===== src/rtl/stage_sequencer_pkg.sv =====
// Shared types for the stage sequencer: FSM state encoding and the
// state-class helpers used by both the FSM and its output decode.
package stage_sequencer_pkg;

    // Eight sequencer states; all encodings of the 3-bit field are used.
    typedef enum logic [2:0] {
        S_IDLE       = 3'd0,
        S_FETCH      = 3'd1,
        S_DECODE     = 3'd2,
        S_EXECUTE    = 3'd3,
        S_MEMORY     = 3'd4,
        S_WRITE_BACK = 3'd5,
        S_HALTED     = 3'd6,
        S_FAULT      = 3'd7
    } seq_state_t;

    localparam int STATE_W = 3;

    // A state is "busy" while an instruction is in flight.
    function automatic logic is_busy_state(input seq_state_t s);
        return (s == S_FETCH) || (s == S_DECODE) || (s == S_EXECUTE) ||
               (s == S_MEMORY) || (s == S_WRITE_BACK);
    endfunction

    // States that wait on an external ready and are guarded by the timer.
    function automatic logic is_wait_state(input seq_state_t s);
        return (s == S_FETCH) || (s == S_MEMORY);
    endfunction

endpackage


===== src/rtl/stage_sequencer_wait.sv =====
// Bounded-wait timer shared by FETCH and MEMORY. Counts cycles spent
// waiting on a ready input and flags expiry on the last allowed cycle
// when ready is still low. TIMEOUT = 0 disables expiry entirely.
module wait_timer #(
    parameter int TIMEOUT = 64
) (
    input  logic clock,
    input  logic reset,
    input  logic clear,
    input  logic count,
    input  logic ready,
    output logic expired
);

    localparam int CW = (TIMEOUT > 2) ? $clog2(TIMEOUT) : 1;
    localparam logic [CW-1:0] LAST = (TIMEOUT > 0) ? CW'(TIMEOUT - 1) : '0;
    localparam logic ENABLED = (TIMEOUT > 0);

    logic [CW-1:0] r_cnt;
    logic          w_at_last;

    // Wait counter: cleared whenever the FSM is not stalled, else counts up.
    always_ff @(posedge clock or posedge reset) begin
        if (reset) begin
            r_cnt <= '0;
        end else if (clear) begin
            r_cnt <= '0;
        end else if (count) begin
            r_cnt <= r_cnt + CW'(1);
        end
    end

    assign w_at_last = (r_cnt == LAST);

    // A ready arriving on the last allowed cycle takes priority over expiry.
    assign expired = ENABLED && count && !ready && w_at_last;

endmodule


===== src/rtl/stage_sequencer.sv =====
// Multi-cycle stage sequencer. Drives one stage enable at a time through
// FETCH, DECODE, EXECUTE, (MEMORY), WRITE_BACK, handles run/halt/resume
// at instruction boundaries, faults on a ready timeout, and keeps
// cycle/retired-instruction counters.
//
// Handshake: fetch_ready and mem_ready are single-cycle completion
// strobes sampled only while the FSM sits in FETCH or MEMORY respectively;
// the stage advances on the clock edge where its ready is seen high.
module stage_sequencer
    import stage_sequencer_pkg::*;
#(
    parameter int WIDTH   = 32,
    parameter int TIMEOUT = 64
) (
    input  logic               clock,
    input  logic               reset,
    input  logic               run,
    input  logic               halt_req,
    input  logic               resume,
    input  logic               fetch_ready,
    input  logic               mem_access,
    input  logic               mem_ready,
    output logic               fetch_en,
    output logic               decode_en,
    output logic               execute_en,
    output logic               memory_en,
    output logic               write_back_en,
    output logic               pc_update_en,
    output logic               busy,
    output logic               halted,
    output logic               fault,
    output logic [WIDTH-1:0]   cycle_count,
    output logic [WIDTH-1:0]   instret_count,
    output logic [STATE_W-1:0] dbg_state
);

    seq_state_t       r_state;
    logic             r_halt_pending;
    logic [WIDTH-1:0] r_cycle_count;
    logic [WIDTH-1:0] r_instret_count;

    logic w_busy;
    logic w_wait_count;
    logic w_wait_ready;
    logic w_wait_clear;
    logic w_expired;

    assign w_busy = is_busy_state(r_state);

    // Stall detection: the timer counts only while a wait state sees no ready.
    // Any other cycle (including the one that leaves the state) clears it, so
    // every entry to FETCH or MEMORY starts from zero.
    assign w_wait_ready = (r_state == S_FETCH) ? fetch_ready : mem_ready;
    assign w_wait_count = is_wait_state(r_state) && !w_wait_ready;
    assign w_wait_clear = !w_wait_count;

    wait_timer #(
        .TIMEOUT (TIMEOUT)
    ) u_wait_timer (
        .clock   (clock),
        .reset   (reset),
        .clear   (w_wait_clear),
        .count   (w_wait_count),
        .ready   (w_wait_ready),
        .expired (w_expired)
    );

    // Sequencer FSM with the sticky halt request it consumes at WRITE_BACK.
    always_ff @(posedge clock or posedge reset) begin
        if (reset) begin
            r_state        <= S_IDLE;
            r_halt_pending <= 1'b0;
        end else begin
            // A halt seen mid-instruction is remembered until the boundary.
            if (halt_req && w_busy) begin
                r_halt_pending <= 1'b1;
            end

            case (r_state)
                S_IDLE: begin
                    if (halt_req) begin
                        r_state <= S_HALTED;
                    end else if (run) begin
                        r_state <= S_FETCH;
                    end
                end

                S_FETCH: begin
                    if (w_expired) begin
                        r_state <= S_FAULT;
                    end else if (fetch_ready) begin
                        r_state <= S_DECODE;
                    end
                end

                S_DECODE: begin
                    r_state <= S_EXECUTE;
                end

                S_EXECUTE: begin
                    r_state <= mem_access ? S_MEMORY : S_WRITE_BACK;
                end

                S_MEMORY: begin
                    if (w_expired) begin
                        r_state <= S_FAULT;
                    end else if (mem_ready) begin
                        r_state <= S_WRITE_BACK;
                    end
                end

                S_WRITE_BACK: begin
                    if (r_halt_pending || halt_req) begin
                        r_state <= S_HALTED;
                    end else if (!run) begin
                        r_state <= S_IDLE;
                    end else begin
                        r_state <= S_FETCH;
                    end
                end

                S_HALTED: begin
                    // A simultaneous halt_req keeps the sequencer parked.
                    if (resume && !halt_req) begin
                        r_halt_pending <= 1'b0;
                        r_state        <= run ? S_FETCH : S_IDLE;
                    end
                end

                S_FAULT: begin
                    r_state <= S_FAULT;
                end

                default: begin
                    r_state <= S_IDLE;
                end
            endcase
        end
    end

    // Performance counters: active cycles and retirements, free-running wrap.
    always_ff @(posedge clock or posedge reset) begin
        if (reset) begin
            r_cycle_count   <= '0;
            r_instret_count <= '0;
        end else begin
            if (w_busy) begin
                r_cycle_count <= r_cycle_count + WIDTH'(1);
            end
            if (r_state == S_WRITE_BACK) begin
                r_instret_count <= r_instret_count + WIDTH'(1);
            end
        end
    end

    // Moore output decode straight from the state register.
    assign fetch_en      = (r_state == S_FETCH);
    assign decode_en     = (r_state == S_DECODE);
    assign execute_en    = (r_state == S_EXECUTE);
    assign memory_en     = (r_state == S_MEMORY);
    assign write_back_en = (r_state == S_WRITE_BACK);
    assign pc_update_en  = (r_state == S_WRITE_BACK);
    assign busy          = w_busy;
    assign halted        = (r_state == S_HALTED);
    assign fault         = (r_state == S_FAULT);
    assign cycle_count   = r_cycle_count;
    assign instret_count = r_instret_count;
    assign dbg_state     = r_state;

endmodule


===== config.mk =====
export PLATFORM = sky130hd
export DESIGN_NAME = stage_sequencer
export DESIGN_NICKNAME = d
export VERILOG_FILES = /design/src/rtl/stage_sequencer_pkg.sv /design/src/rtl/stage_sequencer_wait.sv /design/src/rtl/stage_sequencer.sv
export SDC_FILE = /design/constraint.sdc
export NUM_CORES = 1
export LEC_CHECK = 0
export BUFFER_PORTS_ARGS = -buffer_cell sky130_fd_sc_hd__buf_2
export CORE_MARGIN = 2
export CORE_UTILIZATION = 53
export CTS_BUF_LIST = sky130_fd_sc_hd__clkbuf_16
export CTS_CLUSTER_SIZE = 40
export DETAILED_ROUTE_END_ITERATION = 12
export MAX_ROUTING_LAYER = met4
export PLACE_DENSITY = 0.79
export SYNTH_ARGS = -nofsm -noshare
export SYNTH_HDL_FRONTEND = slang
export SYNTH_SLANG_ARGS = --single-unit
export TNS_END_PERCENT = 10

===== constraint.sdc =====
create_clock -name clock -period 2.5 [get_ports clock]
set_clock_uncertainty 0.05 [all_clocks]
set_input_delay 0.125 -clock clock [delete_from_list [all_inputs] [get_ports clock]]
set_output_delay 0.125 -clock clock [all_outputs]
set_load 0.01 [all_outputs]

* Word-level counts from Yosys, hierarchy flattened *
Index checks and enable logic that the tools add are counted.

storage, ports and cells
  flip-flop bits (word level) = 74
  bits of input ports = 8
  output and inout port bits = 76
  word-level logic and storage cells = 51

cells by class
  $add $sub $neg = 3
  equality and inequality tests = 12
  multiplexer cells = 16
  reduce and logical (&&, ||, !) cells = 15

operator list
  operator                 number
  $add A32 B1 Y32 const B  2
  $mux W3                  8
  $pmux W3 S8              1
  $eq A3 B3 Y1 const B     4
  $add A6 B1 Y6 const B    1
  $eq A3 B2 Y1 const B     2
  $eq A6 B6 Y1 const B     1
  $logic_or A1 B1 Y1       6
  $mux W1                  6
  $mux W6                  1
  $ne A3 B2 Y1 const B     2
  $logic_and A1 B1 Y1      5
  $reduce_and A4 Y1        1
  $eq A3 B1 Y1 const B     1
  $logic_not A3 Y1         1
  $ne A3 B3 Y1 const B     1
  $logic_not A1 Y1         2
  $ne A2 B1 Y1 const B     1

* Longest topological paths before layout *
  depth after elaboration = 9
  depth in mapped cells = 7
  gate-level depth less buffers = 6

* By module *
A second synthesis with hierarchy kept.

unflattened totals
  cells, all modules = 329
  area, all modules = 3,559.7 um2

modules (own cells, without submodules)
  module           times used  cells an instance  area an instance (um2)  sequential area each (um2)
  stage_sequencer  1           302                3,278.1                 1,701.6
  wait_timer       1           27                 281.5                   150.1

* Least setup slack after synthesis *
Ideal clock, no wire load.

  path type = register to register
  start point = register r_state[0], in the netlist dbg_state[0]
  end point = register r_instret_count[21], in the netlist instret_count[21]
  setup time = 0.079 ns
  data arrival time = 1.753 ns
  required time = 2.371 ns
  slack = 0.618 ns
  stages on the path, launching flop included = 8
  path buffers = 2
  period minus slack after synthesis = 1.882 ns
  path through = dfrtp_1 -> buf_4 -> and3b_1 -> buf_6 -> nand4_4 -> or3_4 -> nor3_2 -> xor2_1

between the ends
  word-level cells in the longest chain between the ends = 1

RTL lines
  what                    line                    RTL
  from (decl)             stage_sequencer.sv:37   seq_state_t r_state;
  from (signal assigned)  stage_sequencer.sv:101  r_state <= mem_access ? S_MEMORY : S_WRITE_BACK;
  from (signal assigned)  stage_sequencer.sv:126  r_state <= run ? S_FETCH : S_IDLE;
  $eq A3 B3 Y1            -
  net pc_update_en        stage_sequencer.sv:28   output logic pc_update_en,
  to (signal assigned)    stage_sequencer.sv:151  r_instret_count <= r_instret_count + WIDTH'(1);
  to (decl)               stage_sequencer.sv:40   logic [WIDTH-1:0] r_instret_count;

The timed path passes the listed nets, and every way through them passes these cells.
A chain may end at the register's enable or synchronous reset.

* Worst setup path after layout *
  start point = register r_state[1], in the netlist dbg_state[1]
  end point = register r_instret_count[26], in the netlist instret_count[26]

between the ends
  word-level cells in the longest chain between the ends = 1

RTL lines
  what          line                    RTL
  $eq A3 B3 Y1  stage_sequencer.sv:150  if (r_state == S_WRITE_BACK) begin

No other way between the ends.

==> impl_results.md <==
- Status: complete, no violations
- Nature of the critical path endpoint: flop
- Critical Path Start Type: flop
- Clock latency on the worst-skew pair: 0.32 ns
- Power density normalized to cell area: ~860 mW/mm^2
- Met2 routing resource usage after global routing: 0.300
- Achievable frequency: between 400 and 500 MHz
- Cells traversed along the worst timing path: and3b_1 > nand3_1 > nor4_2 > nand4_1 > xnor2_1
- Post-Syn Instances: 312
- Cell taking the most area after synthesis: sky130_fd_sc_hd__dfrtp_1
- Post-route fraction of the period consumed by the critical path: 0.884
- Die outline height: 84.3 um
- Critical Setup Path Class: reg2reg
- Final Non-Filler Cells: 486
- Die X-Extent: between 80 and 90 um
- Initial antenna violation count: 0
- CP peak stage delay: 0.48 ns
- Final RePlAce weighted congestion: 0.832
- Post-synthesis average cell area: between 10 and 15 um^2
- Buffer cell driving the clock tree root: sky130_fd_sc_hd__clkbuf_16
- Reported max-cap violation count: 0
- Inserted Clock Buffers: 9
- Per-cell routed wire length: 13.8 um
- Largest voltage drop on the vdd net: 680 uV
- RSZ-0062 raised after global routing: false
- EDFF count, synth: 0
- # diodes: 0
- Count of unique library cells instantiated by Yosys: 39
- Number of global-route vias before repair: 2395
- Number of clock sinks seen by CTS: 74
- GR met3 Demand/Resource: 0.0383
- Floorplan Core Area: around 0.0063 mm^2
- CP bufs+invs: 0
- Ratio of cells with drive above 1 in the final layout: 0.274
- Origin of the worst min-delay path: halt_req
- Cell count of the worst hold path: 3
- Cells taking the most area after synthesis: sky130_fd_sc_hd__dfrtp_1, sky130_fd_sc_hd__xnor2_1, sky130_fd_sc_hd__nand2_1
- Maximum clock insertion buffer count: 2
- Period minus WS final: 2.21 ns
- Met1 track utilization from global routing: 0.282
- Class of the tightest hold or removal check: in2reg
- Deepest level of the CTS H-tree: 3
- Final cell area excluding filler cells: 0.00424 mm^2
- Critical-path cell with the highest stage delay: sky130_fd_sc_hd__nor4_2
- Post-cts hold buffer count: 1
- Count of final hold-check violations: 0
- Cell area after placement: 0.00392 mm^2
- Top library cells by usage in the layout, fill and taps aside: sky130_fd_sc_hd__buf_2, sky130_fd_sc_hd__dfrtp_1, sky130_fd_sc_hd__xnor2_1, sky130_fd_sc_hd__nand2_1
- TNS Setup: 0 ns
- Power dissipated by switching net loads: 1.11 mW
- Timing startpoint of the critical path: dbg_state[1]
- # rows: 29
- Post CTS Setup Buffer Count: 0
- Power Internal: 2.55 mW
- Most congested layer reported by global routing: met2
- Synth async-reset ratio: 1.00
- Routed Antenna Nets: 0
- Total via count in the routed design: approximately 2600
- Clock network power share: 0.364
- Net count after synthesis: 323
- Sequential fraction of design power: 0.412
- Worst flop-to-flop path startpoint: dbg_state[1]
- Initial drt markers: 155
- Number of I/O port buffers: 83
- Clock tree from TritonCTS: yes
- Dominant register cell in the synthesized netlist: sky130_fd_sc_hd__dfrtp_1
- Data required time at the worst endpoint: 2.65 ns
- Total die area: 0.00711 mm^2
- Vias per cell: between 5 and 6
- Routed Wire Length: 6.71 mm
- Share of the synthesized area in the top cell type: 0.542
- Max-slew violation count: 0
- Worst R2R Path Depth: 5
- Count of TritonRoute iterations in the first routing pass: 4
- Sum of overflow across all layers after global routing: 0
- Clock input transition at the sequential cells of the worst setup and hold paths: about 0.060 ns
- DRC violations left: 0
- Most common cell after layout, fill and taps aside: sky130_fd_sc_hd__buf_2
- Sequential element share of the synthesized area: 0.542
- Final-report setup violation count: 0
- Net count, final: roughly 420
- Synthesis-stage register bit count: 74
- Starting density of the core: 0.544
- Number of top-level design ports: 84
- Total global-route track usage: 0.204
- Synthesized area: roughly 0.0034 mm^2
- Data arrival, critical path: between 2 and 2.5 ns
- Maximum number of pins on one net before global-route repair: 34
- Switching power as a share of total power: 0.304
- CTS resizes: 0
- Sum of net half-perimeters after detailed placement: 4.78 mm
- Combinational group share of total power: 0.224
- Instance count after placement with tap cells included: 469
- Total leakage power: 2.13 nW
- Cell family with the largest share of critical-path delay: simple AND/OR/NAND/NOR gates
- Global-route wire length before repair: roughly 11 mm
- Critical Path Stages: 5
- Transition time of the tightest slew-check pin: 0.660 ns
- Layout overhead on the synthesized area: 24.0%
- Highest net fanout along the worst path: 12
- Count of yosys warnings during synthesis: 0
- Remaining max-slew budget at the tightest pin: 0.558
- Final cell utilization of the core: 0.675
- Final Total Pwr: 3.66 mW
-- path summary, 6_finish.rpt --
kind	to	slack [ns]
worst max-delay path	instret_count[26]	0.29
worst min-delay path	r_halt_pending	0.05
worst max register to register	instret_count[26]	0.29
worst min register to register	u_wait_timer.r_cnt[0]	0.42
max in group asynchronous	r_halt_pending	1.40
min in group asynchronous	instret_count[17]	0.26
-- cell families (layout without fill, tap and decap cells) --
logic type	after synthesis	count (layout)	share of synthesized area
muxes	3	3	0.00952
and+or+nand+nor	140	140	0.225
AOI/OAI and AO/OA	14	14	0.0256
xor gates and xnor gates	66	66	0.169
adders and majority gates	3	3	0.0110
DFF	74	74	0.542
buffers and inverters	12	109	0.0179
-- worst register-to-register path, delay by kind of cell (launching register included) --
kind,cells,cell delay (ns)
AND/OR/NAND/NOR,4,1.41
flip-flops,1,0.47
XOR/XNOR,1,0.16
-- cell usage after synthesis, types with 2 or more instances --
library cell,instances
sky130_fd_sc_hd__inv_1,5
sky130_fd_sc_hd__and4_1,6
sky130_fd_sc_hd__nand2_1,35
sky130_fd_sc_hd__nand4_1,13
sky130_fd_sc_hd__and3_1,11
sky130_fd_sc_hd__or3_1,2
sky130_fd_sc_hd__nor2b_1,2
sky130_fd_sc_hd__xor2_1,14
sky130_fd_sc_hd__and2_1,2
sky130_fd_sc_hd__nor3_2,3
sky130_fd_sc_hd__o21ai_0,2
sky130_fd_sc_hd__xnor2_1,52
sky130_fd_sc_hd__nand3_1,22
sky130_fd_sc_hd__nor3b_1,3
sky130_fd_sc_hd__ha_1,3
sky130_fd_sc_hd__buf_4,2
sky130_fd_sc_hd__nand2b_1,3
sky130_fd_sc_hd__dfrtp_1,74
sky130_fd_sc_hd__a21oi_1,6
sky130_fd_sc_hd__mux2_2,2
sky130_fd_sc_hd__nor3_1,9
sky130_fd_sc_hd__nor2_1,22
sky130_fd_sc_hd__clkbuf_1,3
-- registers in the layout, summed over array words and instances, names as in the netlist --
name and cells:
cycle_count 32, u_wait_timer.r_cnt 6, dbg_state 3, r_halt_pending 1
instret_count 32
-- final cells by class --
class                      count  area (um^2)
clock buffer                   9          225
clock inverter                 7         86.3
fill                         467         2040
inverter                       5         18.8
multi-input combinational    226         1500
sequential                    74         1850
tap                           77         96.3
timing repair buffer          88          455
-- power groups by stage --
stage | registers (mW) | clock network [mW] | logic [mW]
floorplan | 1.54 | 0 | 0.533
global placement | 1.51 | 0 | 0.808
finish | 1.51 | 1.33 | 0.819
detailed placement | 1.53 | 0 | 0.828
CTS | 1.51 | 1.35 | 0.832
global route | 1.53 | 1.41 | 0.918
-- routing by layer --
layer  share of wire  vias up
li1                -     1260
met1            0.47     1243
met2            0.46       82
met3           0.051       11
met4           0.018        0
met5               0        -
-- stage by stage --
stage / hold slack (ns) / worst slack [ns]
floorplan: 0.222 / 0.443
global placement: 0.0581 / 0.409
detailed placement: 0.0615 / 0.262
CTS: 0.0472 / 0.254
global route: 0.0793 / 0.0892
finish: 0.0498 / 0.289
Note: power is estimated with default switching activity, not from simulation.
